--- src/rtl/peak_dpu_de_dp_pipe.sv ---
// Purpose : DP decode stage. Decodes RV32C/RV32I (and RV32M when M_EXT=1) data-processing
//           instructions into the issue bundle and queues DEPTH bundles in program order.
// Latency : 1 cycle. A bundle pushed at edge N into an empty queue is presented after edge N.
// Backpr. : in_rdy = (count < DEPTH) from registered state only. When the queue is full, a
//           same-cycle pop does not free a slot for a push.
// Ports   : clk/rst (async, active-high), flush; in_vld/in_rdy/in_is_compressed/in_op on the
//           fetch side; dp_vld/dp_rdy plus decoded bundle (rd_r0_*, rd_r1_*, wr_*, imm, use_imm,
//           is_alu/is_mul/is_div, alu_op/mul_op/div_op) on the issue side.
// Option  : PEAK_DPU_DE_DP_ILLEGAL_EN adds the per-entry `illegal` output (in_op all-zero,
//           all-ones, c.addi4spn imm=0, c.lui imm=0); flagged entries carry no unit select.
module peak_dpu_de_dp_pipe #(
    parameter int DEPTH = 2,
    parameter int M_EXT = 1
) (
    input  logic        clk,
    input  logic        rst,
    input  logic        flush,
    input  logic        in_vld,
    output logic        in_rdy,
    input  logic        in_is_compressed,
    input  logic [31:0] in_op,
`ifdef PEAK_DPU_DE_DP_ILLEGAL_EN
    output logic        illegal,
`endif
    output logic        dp_vld,
    input  logic        dp_rdy,
    output logic        rd_r0_vld,
    output logic [4:0]  rd_r0_addr,
    output logic        rd_r1_vld,
    output logic [4:0]  rd_r1_addr,
    output logic        wr_vld,
    output logic [4:0]  wr_addr,
    output logic [31:0] imm,
    output logic        use_imm,
    output logic        is_alu,
    output logic        is_mul,
    output logic        is_div,
    output logic [3:0]  alu_op,
    output logic [1:0]  mul_op,
    output logic [1:0]  div_op
);

    localparam int AW = (DEPTH > 1) ? $clog2(DEPTH) : 1;
    localparam int CW = AW + 1;
    localparam logic [CW-1:0] FULL = CW'(DEPTH);

    localparam logic [3:0] ALU_ADD  = 4'h0;
    localparam logic [3:0] ALU_SUB  = 4'h1;
    localparam logic [3:0] ALU_XOR  = 4'h2;
    localparam logic [3:0] ALU_OR   = 4'h3;
    localparam logic [3:0] ALU_AND  = 4'h4;
    localparam logic [3:0] ALU_SLL  = 4'h5;
    localparam logic [3:0] ALU_SRL  = 4'h6;
    localparam logic [3:0] ALU_SRA  = 4'h7;
    localparam logic [3:0] ALU_SLT  = 4'h8;
    localparam logic [3:0] ALU_NOP  = 4'h9;
    localparam logic [3:0] ALU_SLTU = 4'hA;

    typedef struct packed {
        logic        r0_vld;
        logic [4:0]  r0_addr;
        logic        r1_vld;
        logic [4:0]  r1_addr;
        logic        wr_vld;
        logic [4:0]  wr_addr;
        logic [31:0] imm;
        logic        use_imm;
        logic        is_alu;
        logic        is_mul;
        logic        is_div;
        logic [3:0]  alu_op;
        logic [1:0]  mul_op;
        logic [1:0]  div_op;
`ifdef PEAK_DPU_DE_DP_ILLEGAL_EN
        logic        illegal;
`endif
    } bundle_t;

    // funct3 -> ALU op for OP / OP-IMM (bit 30 variants handled by the caller)
    function automatic logic [3:0] f3_alu(input logic [2:0] f3);
        case (f3)
            3'd0:    f3_alu = ALU_ADD;
            3'd1:    f3_alu = ALU_SLL;
            3'd2:    f3_alu = ALU_SLT;
            3'd3:    f3_alu = ALU_SLTU;
            3'd4:    f3_alu = ALU_XOR;
            3'd5:    f3_alu = ALU_SRL;
            3'd6:    f3_alu = ALU_OR;
            default: f3_alu = ALU_AND;
        endcase
    endfunction

    // ---------------- instruction fields ----------------
    logic [4:0]  rd, rs1, rs2, crs2, crd_p, crs2_p;
    logic [2:0]  funct3;
    logic [6:0]  funct7;
    logic [31:0] c_imm6, c_lui_imm, c_sp16_imm, c_4spn_imm, c_shamt;
    logic [31:0] i_imm, i_shamt, u_imm;

    assign rd         = in_op[11:7];
    assign rs1        = in_op[19:15];
    assign rs2        = in_op[24:20];
    assign crs2       = in_op[6:2];
    assign crd_p      = {2'b01, in_op[9:7]};   // primed fields select x8..x15
    assign crs2_p     = {2'b01, in_op[4:2]};
    assign funct3     = in_op[14:12];
    assign funct7     = in_op[31:25];
    assign c_imm6     = {{26{in_op[12]}}, in_op[12], in_op[6:2]};
    assign c_lui_imm  = {{14{in_op[12]}}, in_op[12], in_op[6:2], 12'h000};
    assign c_sp16_imm = {{22{in_op[12]}}, in_op[12], in_op[4:3], in_op[5], in_op[2], in_op[6], 4'h0};
    assign c_4spn_imm = {22'h0, in_op[10:7], in_op[12:11], in_op[5], in_op[6], 2'b00};
    assign c_shamt    = {26'h0, in_op[12], in_op[6:2]};
    assign i_imm      = {{20{in_op[31]}}, in_op[31:20]};
    assign i_shamt    = {27'h0, in_op[24:20]};
    assign u_imm      = {in_op[31:12], 12'h000};

    // ---------------- decode ----------------
    bundle_t dec;

    always_comb begin
        dec = '0;
        if (in_is_compressed) begin
            case ({in_op[15:13], in_op[1:0]})
                5'b000_00: begin // c.addi4spn
                    dec.is_alu  = 1'b1;
                    dec.r0_vld  = 1'b1;
                    dec.r0_addr = 5'd2;
                    dec.wr_addr = crs2_p;
                    dec.imm     = c_4spn_imm;
                    dec.use_imm = 1'b1;
                end
                5'b000_01: begin // c.addi / c.nop
                    dec.is_alu  = 1'b1;
                    dec.wr_addr = rd;
                    if (rd == 5'd0 && c_imm6 == 32'h0) begin
                        dec.alu_op = ALU_NOP;
                    end else begin
                        dec.r0_vld  = 1'b1;
                        dec.r0_addr = rd;
                        dec.imm     = c_imm6;
                        dec.use_imm = 1'b1;
                    end
                end
                5'b010_01: begin // c.li
                    dec.is_alu  = 1'b1;
                    dec.r0_vld  = 1'b1;
                    dec.wr_addr = rd;
                    dec.imm     = c_imm6;
                    dec.use_imm = 1'b1;
                end
                5'b011_01: begin // c.addi16sp wins over c.lui when rd==x2
                    dec.is_alu  = 1'b1;
                    dec.r0_vld  = 1'b1;
                    dec.wr_addr = rd;
                    dec.use_imm = 1'b1;
                    if (rd == 5'd2) begin
                        dec.r0_addr = 5'd2;
                        dec.imm     = c_sp16_imm;
                    end else begin
                        dec.imm     = c_lui_imm;
                    end
                end
                5'b100_01: begin // c.srli/c.srai/c.andi/c.sub/c.xor/c.or/c.and
                    case (in_op[11:10])
                        2'b00, 2'b01: begin
                            dec.is_alu  = 1'b1;
                            dec.r0_vld  = 1'b1;
                            dec.r0_addr = crd_p;
                            dec.wr_addr = crd_p;
                            dec.imm     = c_shamt;
                            dec.use_imm = 1'b1;
                            dec.alu_op  = in_op[10] ? ALU_SRA : ALU_SRL;
                        end
                        2'b10: begin
                            dec.is_alu  = 1'b1;
                            dec.r0_vld  = 1'b1;
                            dec.r0_addr = crd_p;
                            dec.wr_addr = crd_p;
                            dec.imm     = c_imm6;
                            dec.use_imm = 1'b1;
                            dec.alu_op  = ALU_AND;
                        end
                        default: begin
                            // op[12]=1 are RV64 word ops: not DP here
                            if (!in_op[12]) begin
                                dec.is_alu  = 1'b1;
                                dec.r0_vld  = 1'b1;
                                dec.r0_addr = crd_p;
                                dec.r1_vld  = 1'b1;
                                dec.r1_addr = crs2_p;
                                dec.wr_addr = crd_p;
                                case (in_op[6:5])
                                    2'b00:   dec.alu_op = ALU_SUB;
                                    2'b01:   dec.alu_op = ALU_XOR;
                                    2'b10:   dec.alu_op = ALU_OR;
                                    default: dec.alu_op = ALU_AND;
                                endcase
                            end
                        end
                    endcase
                end
                5'b000_10: begin // c.slli
                    dec.is_alu  = 1'b1;
                    dec.r0_vld  = 1'b1;
                    dec.r0_addr = rd;
                    dec.wr_addr = rd;
                    dec.imm     = c_shamt;
                    dec.use_imm = 1'b1;
                    dec.alu_op  = ALU_SLL;
                end
                5'b100_10: begin // c.mv / c.add; rs2==0 encodings are jumps/ebreak
                    if (crs2 != 5'd0) begin
                        dec.is_alu  = 1'b1;
                        dec.r0_vld  = 1'b1;
                        dec.r0_addr = in_op[12] ? rd : 5'd0;
                        dec.r1_vld  = 1'b1;
                        dec.r1_addr = crs2;
                        dec.wr_addr = rd;
                    end
                end
                default: ;
            endcase
        end else begin
            case (in_op[6:0])
                7'b0010011: begin // OP-IMM
                    dec.is_alu  = 1'b1;
                    dec.r0_vld  = 1'b1;
                    dec.r0_addr = rs1;
                    dec.wr_addr = rd;
                    dec.use_imm = 1'b1;
                    dec.imm     = i_imm;
                    dec.alu_op  = f3_alu(funct3);
                    if (funct3 == 3'd1 || funct3 == 3'd5) begin
                        dec.imm = i_shamt;
                        if (funct3 == 3'd5 && funct7 == 7'b0100000) begin
                            dec.alu_op = ALU_SRA;
                        end else if (funct7 != 7'd0) begin
                            dec = '0;
                        end
                    end
                end
                7'b0110011: begin // OP, and RV32M when enabled
                    dec.r0_vld  = 1'b1;
                    dec.r0_addr = rs1;
                    dec.r1_vld  = 1'b1;
                    dec.r1_addr = rs2;
                    dec.wr_addr = rd;
                    if (funct7 == 7'd0) begin
                        dec.is_alu = 1'b1;
                        dec.alu_op = f3_alu(funct3);
                    end else if (funct7 == 7'b0100000 && funct3 == 3'd0) begin
                        dec.is_alu = 1'b1;
                        dec.alu_op = ALU_SUB;
                    end else if (funct7 == 7'b0100000 && funct3 == 3'd5) begin
                        dec.is_alu = 1'b1;
                        dec.alu_op = ALU_SRA;
                    end else if (funct7 == 7'b0000001 && M_EXT != 0) begin
                        if (funct3[2]) begin
                            dec.is_div = 1'b1;
                            dec.div_op = funct3[1:0];
                        end else begin
                            dec.is_mul = 1'b1;
                            dec.mul_op = funct3[1:0];
                        end
                    end else begin
                        dec = '0;
                    end
                end
                7'b0110111: begin // LUI
                    dec.is_alu  = 1'b1;
                    dec.r0_vld  = 1'b1;
                    dec.wr_addr = rd;
                    dec.imm     = u_imm;
                    dec.use_imm = 1'b1;
                end
                default: ;
            endcase
        end

`ifdef PEAK_DPU_DE_DP_ILLEGAL_EN
        dec.illegal = (in_op == 32'h0) || (in_op == 32'hFFFF_FFFF) ||
                      (in_is_compressed && in_op[1:0] == 2'b00 && in_op[15:13] == 3'b000 &&
                       c_4spn_imm == 32'h0) ||
                      (in_is_compressed && in_op[1:0] == 2'b01 && in_op[15:13] == 3'b011 &&
                       rd != 5'd2 && c_lui_imm == 32'h0);
        if (dec.illegal) begin
            dec.is_alu = 1'b0;
            dec.is_mul = 1'b0;
            dec.is_div = 1'b0;
        end
`endif
        // x0 destinations still report a write; issue sorts that out
        dec.wr_vld = dec.is_alu | dec.is_mul | dec.is_div;
    end

    // ---------------- queue ----------------
    bundle_t        mem [DEPTH];
    logic [AW-1:0]  rd_ptr, wr_ptr;
    logic [CW-1:0]  count;
    logic           push, pop;

    assign in_rdy = (count != FULL);
    assign dp_vld = (count != '0);
    assign push   = in_vld & in_rdy;
    assign pop    = dp_vld & dp_rdy;

    always_ff @(posedge clk or posedge rst) begin
        if (rst) begin
            rd_ptr <= '0;
            wr_ptr <= '0;
            count  <= '0;
        end else if (flush) begin
            rd_ptr <= '0;
            wr_ptr <= '0;
            count  <= '0;
        end else begin
            if (push) wr_ptr <= wr_ptr + AW'(1);
            if (pop)  rd_ptr <= rd_ptr + AW'(1);
            if (push && !pop)      count <= count + CW'(1);
            else if (pop && !push) count <= count - CW'(1);
        end
    end

    // Storage needs no reset: the head is masked by dp_vld below.
    always_ff @(posedge clk) begin
        if (push && !flush) mem[wr_ptr] <= dec;
    end

    bundle_t head;
    assign head = dp_vld ? mem[rd_ptr] : '0;

    assign rd_r0_vld  = head.r0_vld;
    assign rd_r0_addr = head.r0_addr;
    assign rd_r1_vld  = head.r1_vld;
    assign rd_r1_addr = head.r1_addr;
    assign wr_vld     = head.wr_vld;
    assign wr_addr    = head.wr_addr;
    assign imm        = head.imm;
    assign use_imm    = head.use_imm;
    assign is_alu     = head.is_alu;
    assign is_mul     = head.is_mul;
    assign is_div     = head.is_div;
    assign alu_op     = head.alu_op;
    assign mul_op     = head.mul_op;
    assign div_op     = head.div_op;
`ifdef PEAK_DPU_DE_DP_ILLEGAL_EN
    assign illegal    = head.illegal;
`endif

endmodule
--- config.mk ---
export PLATFORM = sky130hd
export DESIGN_NAME = peak_dpu_de_dp_pipe
export DESIGN_NICKNAME = d
export VERILOG_FILES = /design/src/rtl/peak_dpu_de_dp_pipe.sv
export SDC_FILE = /design/constraint.sdc
export NUM_CORES = 1
export LEC_CHECK = 0
export ABC_AREA = 1
export CAP_MARGIN = 30
export CORE_MARGIN = 4
export CORE_UTILIZATION = 55
export DETAILED_ROUTE_END_ITERATION = 6
export HOLD_SLACK_MARGIN = 0.06
export PLACE_DENSITY = 0.81
export REMOVE_ABC_BUFFERS = 1
export SETUP_SLACK_MARGIN = 0.1
export SYNTH_ARGS = -nofsm -noshare
export SYNTH_HDL_FRONTEND = slang
export SYNTH_SLANG_ARGS = --single-unit
export TNS_END_PERCENT = 1
--- constraint.sdc ---
create_clock -name clk -period 8.75 [get_ports clk]
set_input_delay 2.625 -clock clk [delete_from_list [all_inputs] [get_ports clk]]
set_output_delay 2.625 -clock clk [all_outputs]
set_load 0.01 [all_outputs]
==> flow_summary.ini, run 1 <==
[power]
vdd_ir_drop_max_mv = 0.139
p_leak_uw = 0.00341
p_per_area_nw_per_um2 = 247

[critical_path]
r2r_end = mem[0][56]$_DFFE_PP_
reg2reg_depth = 7
critPathLaunchType = register
endpoint = imm[15]
cp-end-kind = primary output
ff2ff_setup_slack_ns = 6.54
r2r_start = count[0]$_DFFE_PP0P_
crit_required_ns = 6.12
cp.arrival_ns = 2.80
cp_max_fo = 63
crit_start = rd_ptr$_DFFE_PP0P_
path_class = reg2out

[place]
dp_hpwl_microns = 13000
gp_congestion = 0.975
port_buffers = 101
place_area_sq_um = 7790

[clocking]
cts_resized = 0
clkLatencyLatePin_ns = 0.41
post_cts_buffers = 0
clkTransAtPathRegs_ns = 0.05
postCtsHoldBufs = 0
cts_tree = yes
clockBufferDepth = 2
cts_htree_levels = 4
clockRootBuffer = clkbuf_16
numCtsBuffers = 17
cts.sinks = 128

[cells_and_area]
final_cell_mix = nand2_1 (263), edfxtp_1 (124), clkdlybuf4s50_1 (101)
area_delta_synth_final_pct = 24.7
diodes = 0
nets = 890
fill_cells = 877
drive_gt1_frac = 0.0650
multiInputGateArea_sq_um = 2510
post-route-cell-area_sq_um = 8320
final_common_cell = nand2_1
register_area_sq_um = 3820

[synth]
synthesis.area_sq_um = 6670
synth_edf_count = 124
netlist_instances = 758
synth.distinct_cells = 38
ys_seq_area_frac = 0.573
syn_area_per_cell_sq_um = 8.80
synth_xor_area_frac = 0.00131
async_reset_ff_frac = 0.0313
synth_top_family_by_area = simple AND/OR/NAND/NOR gates
muxShareOfSynthArea = 0
ys.flop_type = edfxtp_1
synthAdderAreaFrac = 0.00563
synth-simple-area-share = 0.268
ys_seq_elements = 128
synth_warnings = 0
synth_compound_area_frac = 0.0985

[global_route]
first_global_vias = 5974
antenna_found_initial = 0
grt_max_degree = 64
overflow = 0
grt_pass1_wl_microns = 30200
track_usage = 0.272

[sta]
maxSlewViolCount = 0
slew_headroom = 0.412
period_share = 0.620
finalClockSkew_ns = 0.00529
finalSetupViolCount = 0
grt_setup_unrepaired = no
final_hold_viol_count = 0
maxClockFrequency_ghz = 0.184
worst_pin_slew_ns = 0.880
period_minus_slack_ns = 5.42
tns_ns = 0

[detailed_routing]
drt-initial-drc-count = 688
totalWireLength_microns = 19000
ant_nets = 0
drc = 0
via_count = 5914
wire_per_inst_microns = 18.9
via_per_inst = 5.88
drt-pass1-iter-count = 5

[hold_path]
hold_path_class = reg2reg
hold_depth = 2

[die]
row_count = 39
fp.dieW_microns = 118
die_h_microns = 118
die-area_sq_um = 14000
core_area_sq_um = 11700
io_pins = 102
start_util = 0.572

[flow_run]
drv_cap = 0

[run_status]
outcome = complete, no violations
kinds of logic (layout without fill, tap and decap cells):
logic type      Yosys count  after routing
compound gates          122            122
xor+xnor                  1              1
fa+ha+maj                 3              3
buf+inv                  86            190
flops                   128            128
simple gates            418            418
report_power, final:
group | internal (uW) | switching (uW)
Sequential | 728 | 19.3
Clock | 387 | 252
Combinational | 289 | 383
Total | 1400 | 655
cells in the mapped netlist (3+ instances only):
| master | instances | area, sq um |
|---|---|---|
| edfxtp_1 | 124 | 3720 |
| o21ai_0 | 31 | 155 |
| nor2_1 | 45 | 169 |
| ha_1 | 3 | 37.5 |
| inv_2 | 4 | 15.0 |
| nand4_1 | 4 | 25.0 |
| clkbuf_1 | 22 | 82.6 |
| inv_1 | 41 | 154 |
| buf_1 | 3 | 11.3 |
| a21oi_1 | 75 | 375 |
| nand2_1 | 263 | 987 |
| o21ai_1 | 3 | 15.0 |
| a22oi_1 | 3 | 22.5 |
| dfrtp_1 | 4 | 100 |
| buf_2 | 8 | 40.0 |
| nand3_1 | 90 | 450 |
| nor3_1 | 4 | 20.0 |
critical path: stages (launching register included):
cell	delay [ns]
dfrtp_2	0.38
buf_4	0.33
inv_2	0.52
buf_12	0.28
nand2_1	0.07
a21oi_1	0.20
clkdlybuf4s50_1	0.58
metrics by stage:
stage	setup slack [ns]	hold slack (ns)	total power, uW	util	std cells
final	3.33	0.628	2060	0.713	1005
after global routing	3.15	0.656	2160	0.713	1005
after CTS	3.31	0.614	2070	0.713	1005
after detailed placement	3.49	0.576	1430	0.668	973
after global placement	3.56	0.558	1410	0.666	972
after floorplan	2.84	0.481	1060	-	721
metal layers:
metal | global-route usage | vias up | part of all wire | wire [microns]
met2 | 0.459 | 299 | 0.50 | 9460
met5 | 0 | - | 0 | 0
li1 | - | 2773 | - | -
met3 | 0.0611 | 36 | 0.072 | 1370
met1 | 0.348 | 2806 | 0.41 | 7790
met4 | 0.0960 | 0 | 0.021 | 407
registers in the layout, summed over array words and instances (netlist names):
register / cells
count: 2
mem: 124
rd_ptr: 1
wr_ptr: 1
layout make-up:
| type | instances | share of cell area |
|---|---|---|
| tap | 143 | 0.0215 |
| sequential | 128 | 0.460 |
| timing repair buffer | 109 | 0.130 |
| inverter | 49 | 0.0227 |
| clock inverter | 11 | 0.0110 |
| multi-input combinational | 544 | 0.302 |
| clock buffer | 21 | 0.0529 |
how the worst min path moves through the flow:
stage,slack (ns),from,endpoint
after global routing,0.66,count[1]$_DFFE_PP0P_,count[1]$_DFFE_PP0P_
after detailed placement,0.58,count[1]$_DFFE_PP0P_,count[1]$_DFFE_PP0P_
after CTS,0.61,count[1]$_DFFE_PP0P_,count[1]$_DFFE_PP0P_
after global placement,0.56,wr_ptr$_DFFE_PP0P_,wr_ptr$_DFFE_PP0P_
final,0.63,count[1]$_DFFE_PP0P_,count[1]$_DFFE_PP0P_
after floorplan,0.48,wr_ptr$_DFFE_PP0P_,wr_ptr$_DFFE_PP0P_
Power figures use the tool's default switching activity.
==> run 2: changes to the inputs <==
--- a/config.mk
+++ b/config.mk
@@ -8,10 +8,10 @@
 export ABC_AREA = 1
 export CAP_MARGIN = 30
 export CORE_MARGIN = 4
-export CORE_UTILIZATION = 55
+export CORE_UTILIZATION = 54
 export DETAILED_ROUTE_END_ITERATION = 6
 export HOLD_SLACK_MARGIN = 0.06
-export PLACE_DENSITY = 0.81
+export PLACE_DENSITY = 0.8
 export REMOVE_ABC_BUFFERS = 1
 export SETUP_SLACK_MARGIN = 0.1
 export SYNTH_ARGS = -nofsm -noshare
==> constraint.sdc (replaced) <==
create_clock -name clk -period 5.46 [get_ports clk]
set_input_delay 1.638 -clock clk [delete_from_list [all_inputs] [get_ports clk]]
set_output_delay 1.638 -clock clk [all_outputs]
set_load 0.01 [all_outputs]
==> flow_summary.ini, run 2 (synthesis gave the netlist of run 1 again) <==
[critical_path]
r2r_end = mem[0][9]$_DFFE_PP_
r2r_start = count[0]$_DFFE_PP0P_
cp_max_fo = 40
ff2ff_setup_slack_ns = 3.06
reg2reg_depth = 7
crit_start = rd_ptr$_DFFE_PP0P_
crit_required_ns = 3.82
cp-end-kind = primary output
path_class = reg2out
cp.arrival_ns = 2.61
critPathLaunchType = register

[cells_and_area]
nets = 893
drive_gt1_frac = 0.0683
area_delta_synth_final_pct = 26.0
final_cell_mix = nand2_1 (263), edfxtp_1 (124), clkdlybuf4s50_1 (101)
fin_util = 0.697
top_regs = mem: 124 flops, count: 2 flops
final_common_cell = nand2_1
top_register = mem
diodes = 0
post-route-cell-area_sq_um = 8400
largest_reg_flops = 124

[place]
dp_hpwl_microns = 13700
place_area_sq_um = 7830
port_buffers = 101
gp_congestion = 1.04

[clocking]
clockRootBuffer = clkbuf_16
numCtsBuffers = 17
clockBufferDepth = 2
postCtsHoldBufs = 0
cts_tree = yes
clkLatencyLatePin_ns = 0.42
cts_htree_levels = 4
cts.sinks = 128
clkTransAtPathRegs_ns = 0.05
cts_resized = 0
post_cts_buffers = 0

[power]
p_comb_frac = 0.312
switchingPower_uw = 1050
vdd_ir_drop_max_mv = 0.219
internal_power_uw = 2330
switching_share = 0.310
p_per_area_nw_per_um2 = 402
p_leak_uw = 0.00344
power_frac_clock = 0.326
power_frac_seq = 0.362

[detailed_routing]
totalWireLength_microns = 19500
drt-initial-drc-count = 782
wire_per_inst_microns = 18.9
drt-pass1-iter-count = 7
via_count = 5931
ant_nets = 0
drc = 0
via_per_inst = 5.75

[flow_run]
drv_cap = 0

[sta]
period_share = 0.779
slew_headroom = 0.374
finalSetupViolCount = 0
maxSlewViolCount = 0
finalClockSkew_ns = 0.00426
tns_ns = 0
period_minus_slack_ns = 4.25
final_hold_viol_count = 0
maxClockFrequency_ghz = 0.235
worst_pin_slew_ns = 0.936
grt_setup_unrepaired = no

[global_route]
grt_max_degree = 41
grt_pass1_wl_microns = 30800
overflow = 0
first_global_vias = 5772
antenna_found_initial = 0
track_usage = 0.279

[hold_path]
hold_path_class = reg2reg
worstHoldStart = wr_ptr$_DFFE_PP0P_
hold_depth = 1
hold_end = wr_ptr$_DFFE_PP0P_

[run_status]
outcome = complete, no violations

[die]
io_pins = 102
start_util = 0.553
fp.dieW_microns = 119
row_count = 40
die-area_sq_um = 14200
die_h_microns = 119
core_area_sq_um = 12100
==> run 2: worst max path at each step <==
| stage | endpoint | slack (ns) | cells past startpoint |
|---|---|---|---|
| after CTS | imm[15] | 1.18 | 4 |
| final | imm[15] | 1.21 | 4 |
| after global routing | imm[7] | 1.08 | 4 |
| after floorplan | mem[0][0]$_DFFE_PP_ | 0.54 | 4 |
| after detailed placement | mem[0][37]$_DFFE_PP_ | 1.18 | 8 |
| after global placement | mem[0][33]$_DFFE_PP_ | 1.30 | 5 |
==> run 2: metrics by stage <==
step	setup WS, ns	cells	total power [uW]	hold WS (ns)
floorplan	0.537	721	1700	0.481
global placement	1.30	1001	2280	0.560
detailed placement	1.18	1001	2300	0.575
CTS	1.18	1032	3400	0.579
global route	1.08	1032	3530	0.610
finish	1.21	1032	3380	0.577
==> run 2: routing by layer <==
| layer | global-route usage | part of all wire | routed length [microns] |
|---|---|---|---|
| met1 | 0.359 | 0.39 | 7540 |
| met4 | 0.0883 | 0.020 | 388 |
| met5 | 0 | 0 | 0 |
| met2 | 0.471 | 0.50 | 9840 |
| met3 | 0.0608 | 0.089 | 1730 |
==> run 2: layout make-up <==
type / count / area, sq um
repair buffers: 112 / 1090
fillers: 938 / 3660
clock buffers: 18 / 429
inverters: 49 / 189
multi-input cells: 544 / 2510
well taps: 168 / 210
clock inverters: 13 / 145
flip-flops and latches: 128 / 3820
==> run 2: critical path: stages, from the launching register on <==
cell	delay, ns
dfrtp_2	0.88
buf_4	0.42
nand2_1	0.08
a21oi_1	0.22
clkdlybuf4s50_1	0.57
==> run 2: power groups by stage <==
stage	clock [uW]	combinational, uW	sequential [uW]
after global placement	0	1040	1240
after detailed placement	0	1060	1240
after global routing	1160	1130	1230
after CTS	1120	1060	1220
final	1100	1050	1220
after floorplan	0	466	1230
